$ cat config.mk
export PLATFORM = sky130hd
export DESIGN_NAME = serial_adder_ctrl
export DESIGN_NICKNAME = d
export VERILOG_FILES = /design/src/rtl/serial_adder_ctrl.sv
export SDC_FILE = /design/constraint.sdc
export NUM_CORES = 1
export LEC_CHECK = 0
export BUFFER_PORTS_ARGS = -buffer_cell sky130_fd_sc_hd__buf_4
export CORE_MARGIN = 4
export CORE_UTILIZATION = 57
export CTS_BUF_LIST = sky130_fd_sc_hd__clkbuf_4 sky130_fd_sc_hd__clkbuf_8 sky130_fd_sc_hd__clkbuf_16
export DETAILED_ROUTE_END_ITERATION = 8
export PLACE_DENSITY = 0.78
export SLEW_MARGIN = 20
export SYNTH_ARGS = -nofsm -noshare
export SYNTH_HDL_FRONTEND = slang
export SYNTH_SLANG_ARGS = --single-unit
$ cat constraint.sdc
create_clock -name clk -period 4.3 [get_ports clk]
set_clock_uncertainty 0.15 [all_clocks]
set_input_delay 0.86 -clock clk [delete_from_list [all_inputs] [get_ports clk]]
set_output_delay 0.86 -clock clk [all_outputs]
set_load 0.05 [all_outputs]
$ cat src/rtl/serial_adder_ctrl.sv
// serial_adder_ctrl: bit-serial WIDTH-bit unsigned adder controller.
// One full-add slice (two half_adder instances plus an OR gate) is reused
// over WIDTH RUN cycles, LSB first, behind a start/busy/done handshake.
//
// Optional feature macro: SERIAL_ADD_OVF_EN (adds the registered ovf output).
//
// Ports:
//   clk   - rising-edge clock
//   rst   - asynchronous active-high reset
//   start - request a new addition, accepted only in IDLE
//   a, b  - operands, sampled on the accepting edge only
//   busy  - high while the slice is iterating (WIDTH cycles)
//   done  - one-cycle pulse when sum/cout become valid
//   sum   - result of the last completed add, held until the next one
//   cout  - carry-out of the last completed add, held like sum
//   ovf   - (SERIAL_ADD_OVF_EN only) signed overflow of the last add

// 1-bit half adder used twice by the serial slice.
module half_adder (
    input  logic x,
    input  logic y,
    output logic s,
    output logic c
);
    assign s = x ^ y;
    assign c = x & y;
endmodule

module serial_adder_ctrl #(
    parameter int unsigned WIDTH = 8
) (
    input  logic             clk,
    input  logic             rst,
    input  logic             start,
    input  logic [WIDTH-1:0] a,
    input  logic [WIDTH-1:0] b,
    output logic             busy,
    output logic             done,
    output logic [WIDTH-1:0] sum,
`ifdef SERIAL_ADD_OVF_EN
    output logic             cout,
    output logic             ovf
`else
    output logic             cout
`endif
);

    localparam int unsigned CNT_W = $clog2(WIDTH);
    // Partial sum keeps only WIDTH-1 bits; the newest bit comes straight
    // from the slice on the final edge.
    localparam int unsigned PS_W  = WIDTH - 1;

    typedef enum logic [1:0] {
        S_IDLE = 2'd0,
        S_RUN  = 2'd1,
        S_DONE = 2'd2
    } state_t;

    state_t             state;
    state_t             state_d;
    logic               busy_d;
    logic               done_d;

    logic [WIDTH-1:0]   sa;
    logic [WIDTH-1:0]   sb;
    logic [PS_W-1:0]    ps;
    logic               carry;
    logic [CNT_W-1:0]   cnt;

    logic               s1_c;
    logic               c1_c;
    logic               s_c;
    logic               c2_c;
    logic               co_c;
    logic               last_bit_c;
    logic [WIDTH-1:0]   ps_cat_c;

    // Full-add slice: two half adders and an OR for the carry.
    half_adder u_ha0 (
        .x (sa[0]),
        .y (sb[0]),
        .s (s1_c),
        .c (c1_c)
    );

    half_adder u_ha1 (
        .x (s1_c),
        .y (carry),
        .s (s_c),
        .c (c2_c)
    );

    assign co_c       = c1_c | c2_c;
    assign last_bit_c = (state == S_RUN) && (cnt == CNT_W'(WIDTH - 1));
    assign ps_cat_c   = {s_c, ps};

    // State register.
    always_ff @(posedge clk or posedge rst) begin
        if (rst) begin
            state <= S_IDLE;
        end else begin
            state <= state_d;
        end
    end

    // Next-state logic; start is only looked at in IDLE.
    always_comb begin
        state_d = state;
        case (state)
            S_IDLE:  if (start) state_d = S_RUN;
            S_RUN:   if (last_bit_c) state_d = S_DONE;
            S_DONE:  state_d = S_IDLE;
            default: state_d = S_IDLE;
        endcase
    end

    // Handshake outputs are decoded from the next state so the registered
    // copies line up exactly with the state they describe.
    always_comb begin
        busy_d = 1'b0;
        done_d = 1'b0;
        if (state_d == S_RUN)  busy_d = 1'b1;
        if (state_d == S_DONE) done_d = 1'b1;
    end

    always_ff @(posedge clk or posedge rst) begin
        if (rst) begin
            busy <= 1'b0;
            done <= 1'b0;
        end else begin
            busy <= busy_d;
            done <= done_d;
        end
    end

    // Operand shifters, carry, bit counter and held result.
    always_ff @(posedge clk or posedge rst) begin
        if (rst) begin
            sa    <= '0;
            sb    <= '0;
            ps    <= '0;
            carry <= 1'b0;
            cnt   <= '0;
            sum   <= '0;
            cout  <= 1'b0;
`ifdef SERIAL_ADD_OVF_EN
            ovf   <= 1'b0;
`endif
        end else if ((state == S_IDLE) && start) begin
            sa    <= a;
            sb    <= b;
            ps    <= '0;
            carry <= 1'b0;
            cnt   <= '0;
        end else if (state == S_RUN) begin
            sa    <= sa >> 1;
            sb    <= sb >> 1;
            ps    <= PS_W'(ps_cat_c >> 1);
            carry <= co_c;
            cnt   <= cnt + CNT_W'(1);
            if (last_bit_c) begin
                sum  <= ps_cat_c;
                cout <= co_c;
`ifdef SERIAL_ADD_OVF_EN
                // Carry into the MSB differs from carry out of it.
                ovf  <= carry ^ co_c;
`endif
            end
        end
    end

endmodule

Word level (Yosys, flattened, before mapping)
Index checks and enable logic that the tools add are counted.
{"block": "word_totals", "input_bits": 19, "output_inout_bits": 11, "word_cells": 41, "register_bits": 40}
{"block": "op_classes", "reduce_logical": 5, "eq_ne": 4, "n_bitwise": 6, "n_mux": 15, "add_sub_neg": 1}
{"cell": "8-bit 2-to-1 mux", "n": 4}
{"cell": "7-bit 2-to-1 mux", "n": 2}
{"cell": "3-bit 2-to-1 mux", "n": 2}
{"cell": "2-bit by 1-bit == test with 1-bit output (second input constant)", "n": 2}
{"cell": "1-bit 2-to-1 mux", "n": 4}
{"cell": "2-bit 2-to-1 mux", "n": 2}
{"cell": "2-bit one-hot mux with 2 select lines", "n": 1}
{"cell": "3-bit by 1-bit adder with 3-bit output (second input constant)", "n": 1}
{"cell": "3-bit == test (second input constant)", "n": 1}
{"cell": "3-bit AND reduction", "n": 1}
{"cell": "1-bit bitwise AND", "n": 2}
{"cell": "2-bit == test (second input constant)", "n": 1}
{"cell": "1-bit logical AND", "n": 2}
{"cell": "2-bit zero test", "n": 1}
{"cell": "2-bit nonzero test", "n": 1}
{"cell": "1-bit bitwise XOR", "n": 2}
{"cell": "1-bit inverter", "n": 1}
{"cell": "1-bit OR", "n": 1}

Longest topological paths before layout
{"block": "logic_depth", "depth_word": 6, "ltp_mapped": 5, "mapped_depth_nobuf": 4}

By module
Synthesis repeated with hierarchy kept, for this count alone.
{"block": "hier_totals", "cells_unflattened": 131, "hier_area_um2": 1709.1}
{"module": "serial_adder_ctrl", "area_per_inst_um2": 1684.1, "cells_per_inst": 129, "instances": 1, "seq_area_each_um2": 1001.0}
{"module": "half_adder", "area_per_inst_um2": 12.5, "cells_per_inst": 1, "instances": 2, "seq_area_each_um2": 0.0}

Least setup slack after synthesis
No wires, ideal clock.
{"block": "synth_path", "path_type": "input-to-reg", "from": "input start", "to": "register sa[1]", "setup_ps": 126, "path_buffers": 1, "cell_stages": 4, "required_ps": 4024, "setup_slack_ps": 2504, "t_arrival_ps": 1521, "path_cell_list": "or2_1 buf_2 and2_1 a2bb2oi_1"}
{"block": "synth_between", "elab_chain_len": 2, "elab_cells_between_ends": 3, "classes_between": "mux (1); reduce/logical (2)"}
{"item": "start: declaration", "line": "34", "source": "input logic start,"}
{"item": "1-bit logical AND *", "line": "149", "source": "end else if ((state == S_IDLE) && start) begin"}
{"item": "8-bit 2-to-1 mux / 2-bit nonzero test (equally long branches)"}
{"item": "end signal: assignment", "line": "156", "source": "sa <= sa >> 1;"}
{"item": "end: declaration", "line": "64", "source": "logic [WIDTH-1:0] sa;"}
Mark *: on every way between the ends. The rest lies on a longest branch, timed or not.
A chain may end at the register's enable or synchronous reset.

Worst setup path in the final report
{"block": "layout_path", "from": "register sum[6]", "to": "output sum[6]"}
{"item": "start: declaration", "line": "39", "source": "output logic [WIDTH-1:0] sum,"}
{"item": "start signal: assignment", "line": "162", "source": "sum <= ps_cat_c;"}
No word-level cell between the ends.

==> metrics.cfg <==
[clock_network]
clkTransAtPathRegs_ns = 0.12
cts_hold_buf = 0
ctsHtreeMaxLevel = 2
tritoncts = built
cts_setup_buffers = 0
cts_buffers = 5
clock_latency_ns = 0.35
cts_num_sinks = 40
cts_resized = 0
cts_buffer_depth = 2
cts-root-buf = clkbuf_4

[synth]
yosysTopAreaCellShare_pct = 59.3
ys_ff_latch = 40
synthCells = 129
yosysWarnings = 0
synth_top_area_cell = dfrtp_1
yosysSeqAreaShare_pct = 59.3
synthesis.nets = 151
netlist_top_cells_area = dfrtp_1, mux2_4, a22o_1
yosysUniqueCellTypes = 24
syn_area_sq_mm = 0.00169
syn_avg_cell_area_sq_um = 13.1

[worst_setup_path]
path_buf_inv = 1
critical-path-max-stage-delay_ns = 0.40
worstReg2RegStart = state[0]$_DFF_PP0_
crit_required_ns = 3.29
crit_arrival_ns = 0.94
path_delay_family = flip-flops
crit_path_start_kind = flip-flop
crit_type = flip-flop to primary output
reg2reg_depth = 3
cp-end-kind = primary output
cp_max_fo = 2
crit_slowest_cell = dfrtp_1
worstPathCellList = buf_4
path_depth = 1
r2r-end = cout$_DFFE_PP0P_
r2r_slack_ns = 2.49

[drt]
firstDrtPassIters = 4
drc_errors = 0
drtIter0Drc = 80
final_antenna_net_count = 0
routed_wl_mm = 3.23
wl_per_cell_um = 17.1
via_count = 1148
vias_per_cell = 6.07

[floorplanning]
dieHeight_um = 62.4
die_w_um = 62.4
rows = 19
coreArea_sq_mm = 0.00278
start_util_pct = 60.6
fp.dieArea_sq_mm = 0.00389
io_pins = 30

[placed_design]
placed_cells = 181
place_ws_ns = 2.27
finalWeightedCongestion = 0.737
io_buffers = 29
dp_hpwl_mm = 2.16
placed_cell_area_sq_mm = 0.00189

[min_path]
holdPathEnd = cnt[0]$_DFFE_PP0P_
min_path_type = flip-flop to flip-flop
worstHoldStart = cnt[0]$_DFFE_PP0P_
min_path_cells = 1

[global_route]
grt_use_total_pct = 18.1
antenna_found_initial = 0
grt_max_degree = 41
overflow = 0
grt_pass1_wl_mm = 5.58
first_global_vias = 1188

[power_and_ir_drop]
power_density_mw_per_mm2 = 812
power_mw = 1.60
peakVddDrop_mv = 0.552
p_leak_nw = 0.942

[layout]
area_growth_pct = 17.0
final_util_pct = 70.9
num_antenna_cells = 0
most-common-layout-cells = dfrtp_1, buf_4, a22o_1
drive_gt1_share_pct = 31.6
fin_nets = 179
final_cells = 189
fin_area_sq_mm = 0.00197
mostFrequentLayoutCell = dfrtp_1

[timing]
fin_crit_ns = 1.95
tns_ns = 0
rsz0062_at_grt = no
slew_headroom_pct = 55.3
holdWs_ns = 0.359
finalCritPeriodShare_pct = 45.4
setup_viol_count_final = 0
setup_ws_ns = 2.35
drv_slew = 0
fmax_mhz = 512
final_hold_viol_count = 0
worstMarginPinSlew_ns = 0.670

[job]
cap_violations = 0

[status]
status = finished clean

==> area by class of cell <==
class                      count  area [sq um]
multi-input combinational     75           609
clock buffer                   6          45.0
sequential                    40          1000
inverter                       5          18.8
tap                           31          38.8
timing repair buffer          30           225
clock inverter                 2          35.0
fill                         207           808
==> cells in the mapped netlist <==
library cell	n
a21oi_1	8
a22o_1	12
a22oi_1	2
a2bb2oi_1	4
and2_1	2
and2_4	1
buf_2	7
buf_6	2
dfrtp_1	40
fa_1	1
ha_1	2
inv_1	5
mux2_4	9
nand2_1	1
nand2b_1	2
nor2_1	9
nor2b_4	1
nor3_1	3
nor4b_1	1
o21ai_0	1
o21bai_2	1
o22ai_1	8
o32ai_1	6
or2_1	1
==> worst reg2reg max path: cells and delay by family, from the launching register on <==
kind | cells | cell delay, ns
flip-flops | 1 | 0.55
AND/OR/NAND/NOR | 2 | 0.67
multiplexers | 1 | 0.32
==> sequential cells by signal (all words and copies together), names as in the netlist <==
signal	cells
sa	8
sb	8
sum	8
ps	7
cnt	3
state	2
busy	1
carry	1
cout	1
done	1
==> worst max path at each step <==
stage	start	endpoint	slack [ns]
floorplan	rst	busy$_DFF_PP0_	2.37
global placement	start	sa[6]$_DFFE_PP0P_	2.31
detailed placement	start	sa[3]$_DFFE_PP0P_	2.27
CTS	sum[6]$_DFFE_PP0P_	sum[6]	2.33
global route	sum[2]$_DFFE_PP0P_	sum[2]	2.28
finish	sum[6]$_DFFE_PP0P_	sum[6]	2.35
==> metal layers <==
metal / track usage (%) / part of all wire (%)
met1: 21.9 / 41
met4: 8.22 / 3.1
met3: 5.76 / 6.1
met5: 0 / 0
met2: 29.4 / 49
==> kinds of logic after synthesis <==
family,after synthesis,share of synthesized area (%)
flops,40,59.3
compound gates,42,18.6
simple gates,21,6.82
buf+inv,14,4.53
mux,9,8.01
fa+ha+maj,3,2.67
==> power breakdown <==
group / leakage (nW) / internal (mW) / total, mW / switching, mW
clock: 0.0456 / 0.128 / 0.250 / 0.121
sequential: 0.491 / 0.544 / 0.666 / 0.122
combinational: 0.406 / 0.313 / 0.687 / 0.374
total: 0.942 / 0.985 / 1.60 / 0.617
No activity file was read; power rests on OpenSTA's default activity.
